===== src/rtl/imem_loader.sv =====
// -----------------------------------------------------------------------------
// imem_loader
//
// Program-memory writer for the SMP8 core. It takes instruction bytes from the
// host over a valid/ready handshake and stores them in a DEPTH x WIDTH
// instruction memory. It serves `instr` combinationally at the datapath's `pc`,
// and it holds the core in reset while a program is being loaded.
//
// Ports:
//   clk        in   system clock; all state updates on the rising edge
//   reset      in   asynchronous, active-high; clears all state including memory
//   in_valid   in   host presents a byte on in_data
//   in_data    in   instruction byte
//   in_last    in   final byte of the program (looked at only on acceptance)
//   in_ready   out  loader can accept a byte this cycle
//   reload     in   single-cycle request to restart loading
//   pc         in   datapath program counter
//   instr      out  instruction at pc while running, 0 while loading
//   cpu_reset  out  hold the core in reset (high whenever not running)
//   count      out  bytes accepted in the current or most recent load
//   checksum   out  sum of accepted bytes mod 2^WIDTH for that load
// -----------------------------------------------------------------------------
module imem_loader #(
  parameter int DEPTH = 16,
  parameter int WIDTH = 8
) (
  input  logic                     clk,
  input  logic                     reset,
  input  logic                     in_valid,
  input  logic [WIDTH-1:0]         in_data,
  input  logic                     in_last,
  output logic                     in_ready,
  input  logic                     reload,
  input  logic [$clog2(DEPTH)-1:0] pc,
  output logic [WIDTH-1:0]         instr,
  output logic                     cpu_reset,
  output logic [$clog2(DEPTH):0]   count,
  output logic [WIDTH-1:0]         checksum
);

  localparam int AW = $clog2(DEPTH);
  localparam logic [AW-1:0] LAST_ADDR = AW'(DEPTH - 1);

  typedef enum logic {
    LOAD = 1'b0,
    RUN  = 1'b1
  } state_t;

  state_t            state_q, state_d;
  logic [AW-1:0]     wr_addr;
  logic [WIDTH-1:0]  mem [DEPTH];
  logic              accept;

  // reload takes priority over a byte offered in the same cycle.
  assign in_ready  = (state_q == LOAD) && !reload;
  assign accept    = in_valid && in_ready;
  assign cpu_reset = (state_q != RUN);
  assign instr     = (state_q == RUN) ? mem[pc] : '0;

  // NOTE: state registers use non-blocking assignments so every flop samples
  // pre-edge values, independent of the order of the always blocks.
  always_ff @(posedge clk or posedge reset) begin
    if (reset) state_q <= LOAD;
    else       state_q <= state_d;
  end

  // NOTE: next_state gets a default before any branch, so no path leaves it
  // unassigned and no latch is inferred.
  always_comb begin
    state_d = state_q;
    if (reload) begin
      state_d = LOAD;
    end else if (accept && (in_last || wr_addr == LAST_ADDR)) begin
      // The final word always ends the load, even without in_last.
      state_d = RUN;
    end
  end

  // Write pointer and load statistics. A reload restarts them without
  // touching memory, so words past the new program's end survive.
  always_ff @(posedge clk or posedge reset) begin
    if (reset) begin
      wr_addr  <= '0;
      count    <= '0;
      checksum <= '0;
    end else if (reload) begin
      wr_addr  <= '0;
      count    <= '0;
      checksum <= '0;
    end else if (accept) begin
      wr_addr  <= wr_addr + 1'b1;
      count    <= count + 1'b1;
      checksum <= checksum + in_data;
    end
  end

  // NOTE: the memory is built from resettable flops rather than a RAM macro,
  // because an async reset must discard a partially loaded program at once.
  always_ff @(posedge clk or posedge reset) begin
    if (reset) begin
      for (int i = 0; i < DEPTH; i++) mem[i] <= '0;
    end else if (accept) begin
      mem[wr_addr] <= in_data;
    end
  end

endmodule


===== config.mk =====
export PLATFORM = sky130hd
export DESIGN_NAME = imem_loader
export DESIGN_NICKNAME = d
export VERILOG_FILES = /design/src/rtl/imem_loader.sv
export SDC_FILE = /design/constraint.sdc
export NUM_CORES = 1
export LEC_CHECK = 0
export CAP_MARGIN = 20
export CORE_AREA = 2 2 122 124
export CTS_CLUSTER_SIZE = 20
export DETAILED_ROUTE_END_ITERATION = 16
export DIE_AREA = 0 0 124 126
export PLACE_DENSITY = 0.71
export SETUP_SLACK_MARGIN = 0.5
export SLEW_MARGIN = 30
export SYNTH_ARGS = -nofsm -noshare
export SYNTH_HDL_FRONTEND = slang
export SYNTH_SLANG_ARGS = --single-unit

===== constraint.sdc =====
create_clock -name clk -period 4.59 [get_ports clk]
set_input_delay 0.918 -clock clk [delete_from_list [all_inputs] [get_ports clk]]
set_output_delay 0.918 -clock clk [all_outputs]
set_load 0.1 [all_outputs]

# == After elaboration in Yosys (flattened, before gate mapping) ==
# Index checks and enable logic that the tools add are counted.
# word_totals
register_bits,146
latch_bits,0
ram_bits,0
romBits,0
out_inout_bits,23
word_cells,53
n_memories,0
# classes
add_sub_neg,3
n_mul,0
div,0
order_cmp,3
eq_ne,1
shift,0
muxes,15
bitwise_logic,3
reduce_logical,8
# op_table
cell,n
$bwmux W128,1
$mux W8,6
$bmux W8 S4,1
$demux W8 S4,1
$ge A5 B5 Y1 const B,2
$mux W5,2
$not A4 Y5,2
$add A8 B8 Y8,1
$mux W4,2
$add A5 B1 Y5 const B,1
$lt A5 B1 Y1 const B,1
$add A4 B1 Y4 const B,1
$eq A4 B4 Y1 const B,1
$logic_and A1 B1 Y1,4
$reduce_bool A2 Y1,2
$mux W1,2
$logic_not A1 Y1,1
$logic_or A1 B1 Y1,1
$not A1 Y1,1

# == Logic depth before layout (Yosys ltp) ==
# depth
depth_word,6
depth_mapped,8

# == Worst setup path after synthesis ==
# No wires, ideal clock.
# synth_path
kind,input to output
startpoint,input pc[0]
endpoint,output instr[0]
t_arrival_ps,2637
t_required_ps,3672
path_slack_ps,1035
path_stages,5
cell_sequence,buf_6 > buf_8 > mux4_1 > mux4_2 > and2_1
# synth_between
elab_chain_len,5
# synth_rtl
item,line,rtl
"start, declared",34,"input logic [$clog2(DEPTH)-1:0] pc,"
$not A4 Y5 (implied by the code),58,assign instr = (state_q == RUN) ? mem[pc] : '0;
$bmux W8 S4,58,
$mux W8 (implied by the code) (2 in a row),58,
$mux W8,58,
"end, declared",35,"output logic [WIDTH-1:0] instr,"
# Every way passes these cells. The select of a mux whose other input is x is not followed.

# == Worst setup path in the final report ==
# layout_path
startpoint,input pc[2]
endpoint,output instr[7]
# Same word-level chain as after synthesis.

==> impl_metrics.toml <==
[layout]
most-common-layout-cells = "146 x dfrtp_1, 123 x mux2_1, 29 x clkdlybuf4s50_1"
fin_nets = 532
n_antenna_cell = 0
area_growth_pct = 17.5
layout_commonest_cell = "dfrtp_1"
fillers = 1129
finalInstanceArea_um2 = 8290
seqCellArea_um2 = 3650
multiInputGateArea_um2 = 3220
final_cells = 699
drive_above_1_share_pct = 13.6
finish.utilization_pct = 57.9

[flow_run]
cap_violations = 0

[sta]
final_max_slew_viol_count = 0
hold_ws_ns = 0.481
fin_setup_tns_ns = 0
maxSlewHeadroom_pct = 33.7
fin_crit_ns = 3.95
finalCritPeriodShare_pct = 86.0
timing.fmax_mhz = 253
fin_ws_ns = 0.645
skew_ns = 0.00457
setup_viol = 0
tightest_slew_ns = 0.992
rsz0062_at_grt = "false"
finalHoldViolCount = 0

[detailed_routing]
wire_per_inst_um = 22.1
route.detailed.drc = 0
num_vias = 4123
firstDrtPassIters = 4
wl_mm = 15.5
drt-initial-drc-count = 237
routed_via_density = 5.90
postRouteAntennaNets = 0

[synth]
yosysWarnings = 0
ys_seq_area_share_pct = 51.7
synth.distinct_cells = 37
syn_nets = 502
ys_dominant_reg_cell = "dfrtp_1"
synthArstFlopShare_pct = 100
synth_cells = 472
synth.avg_cell_area_um2 = 15.0
synth_edf_count = 0
ys_seq_elements = 146
syn_area_um2 = 7060

[floorplanning]
start_util_pct = 49.3
die_area_um2 = 15600
ios = 40
std_cell_rows = 44
coreArea_um2 = 14300
die_h_um = 126
die_x_um = 124

[cts]
cts_buffers = 17
cts_tree = "done"
cts_resized = 0
clockBufferDepth = 2
cts_setup_buffers = 0
clkLatencyLatePin_ns = 0.42
cts-htree-levels = 4
cts.sink_count = 146
hold_buffers = 0
root_buffer = "clkbuf_16"
path_clk_slew_ns = 0.06

[global_routing]
grt_pass1_wl_mm = 25.2
antenna_found_initial = 0
grt_usage_pct = 22.2
grt_max_degree = 115
overflow = 0
grt_pass1_vias = 4514

[setup_path]
path_class = "primary input to output port"
worstPathRequired_ns = 3.67
crit_fanout = 32
crit_arrival_ns = 3.03
end_kind = "output port"
start_kind = "primary input"

[placed_design]
dp_cells = 667
placed_area_um2 = 7640
dp_worst_setup_slack_ns = 0.649
portBuffers = 39
gp_congestion = 0.828
dpl.hpwl_mm = 9.56

[power]
powerDensity_nw_per_um2 = 406
ir_worst_vdd_mv = 0.236
finalPower_mw = 3.36
leakagePower_nw = 4.10

[hold_path]
worstHoldPathType = "flip-flop to flip-flop"

[run_status]
status = "completed"
[state kept, by name, summed over array words and instances (netlist names)]
register and count:
count 5, state_q 1, wr_addr 4, mem 128, checksum 8
[final timing paths]
check / endpoint / slack [ns] / startpoint / cells past startpoint
setup / recovery: instr[7] / 0.64 / pc[2] / 6
hold / removal: mem[8] / 0.48 / mem[8] / 1
setup reg to reg: mem[6] / 1.81 / state_q / 5
hold reg to reg: mem[8] / 0.48 / mem[8] / 1
max in group asynchronous: mem[42] / 2.61 / reset / 3
min in group asynchronous: mem[84] / 0.96 / reset / 2
[metal layers]
metal | vias to the layer above | wire (µm) | track usage [%]
li1 | 1818 | - | -
met5 | - | 0 | 0
met4 | 0 | 408 | 8.86
met1 | 2158 | 6690 | 30.0
met3 | 28 | 677 | 4.30
met2 | 119 | 7690 | 35.4
[worst max-delay path, cell delays in order]
cell and delay [ns]:
clkdlybuf4s50_1 0.46, buf_4 0.39, mux4_2 0.41, mux4_2 0.47
and2_1 0.20, buf_12 0.17
[synth_stat cells, drive strengths merged (3+ instances only)]
cell type | instances | area [µm²]
buf | 15 | 111
a21oi | 14 | 70.1
nor2b | 5 | 31.3
and2 | 9 | 56.3
nor2 | 12 | 52.6
dfrtp | 146 | 3650
o21ai | 3 | 15.0
nand2 | 24 | 90.1
mux2 | 129 | 1450
nor3 | 3 | 15.0
nand3 | 7 | 35.0
mux4 | 40 | 991
xnor2 | 5 | 43.8
ha | 12 | 150
and3 | 4 | 25.0
nand4 | 3 | 18.8
inv | 4 | 15.0
clkbuf | 18 | 67.6
xor2 | 5 | 43.8
[layout make-up]
class,count,area share [%]
tap,184,2.78
clock buffer,24,6.05
multi-input combinational,289,38.8
inverter,4,0.226
clock inverter,8,1.78
sequential,146,44.1
timing repair buffer,44,6.34
[cell families (layout without fill, tap and decap cells)]
kind of cell    Yosys count  count (layout)  synth area share [%]
flops                   146             146                  51.7
simple gates             73              73                  5.26
compound gates           23              23                  1.84
fa+ha+maj                13              13                  2.41
buf+inv                  37              80                  2.75
xor+xnor                 10              10                  1.24
mux                     170             170                  34.8
[power breakdown]
part           switching, mW  total (mW)  leakage [nW]  internal, mW
Sequential            0.0581        1.45          1.99          1.39
Combinational          0.244       0.421          1.79         0.177
Clock                  0.515        1.50         0.320         0.982
Power figures use the tool's default switching activity.
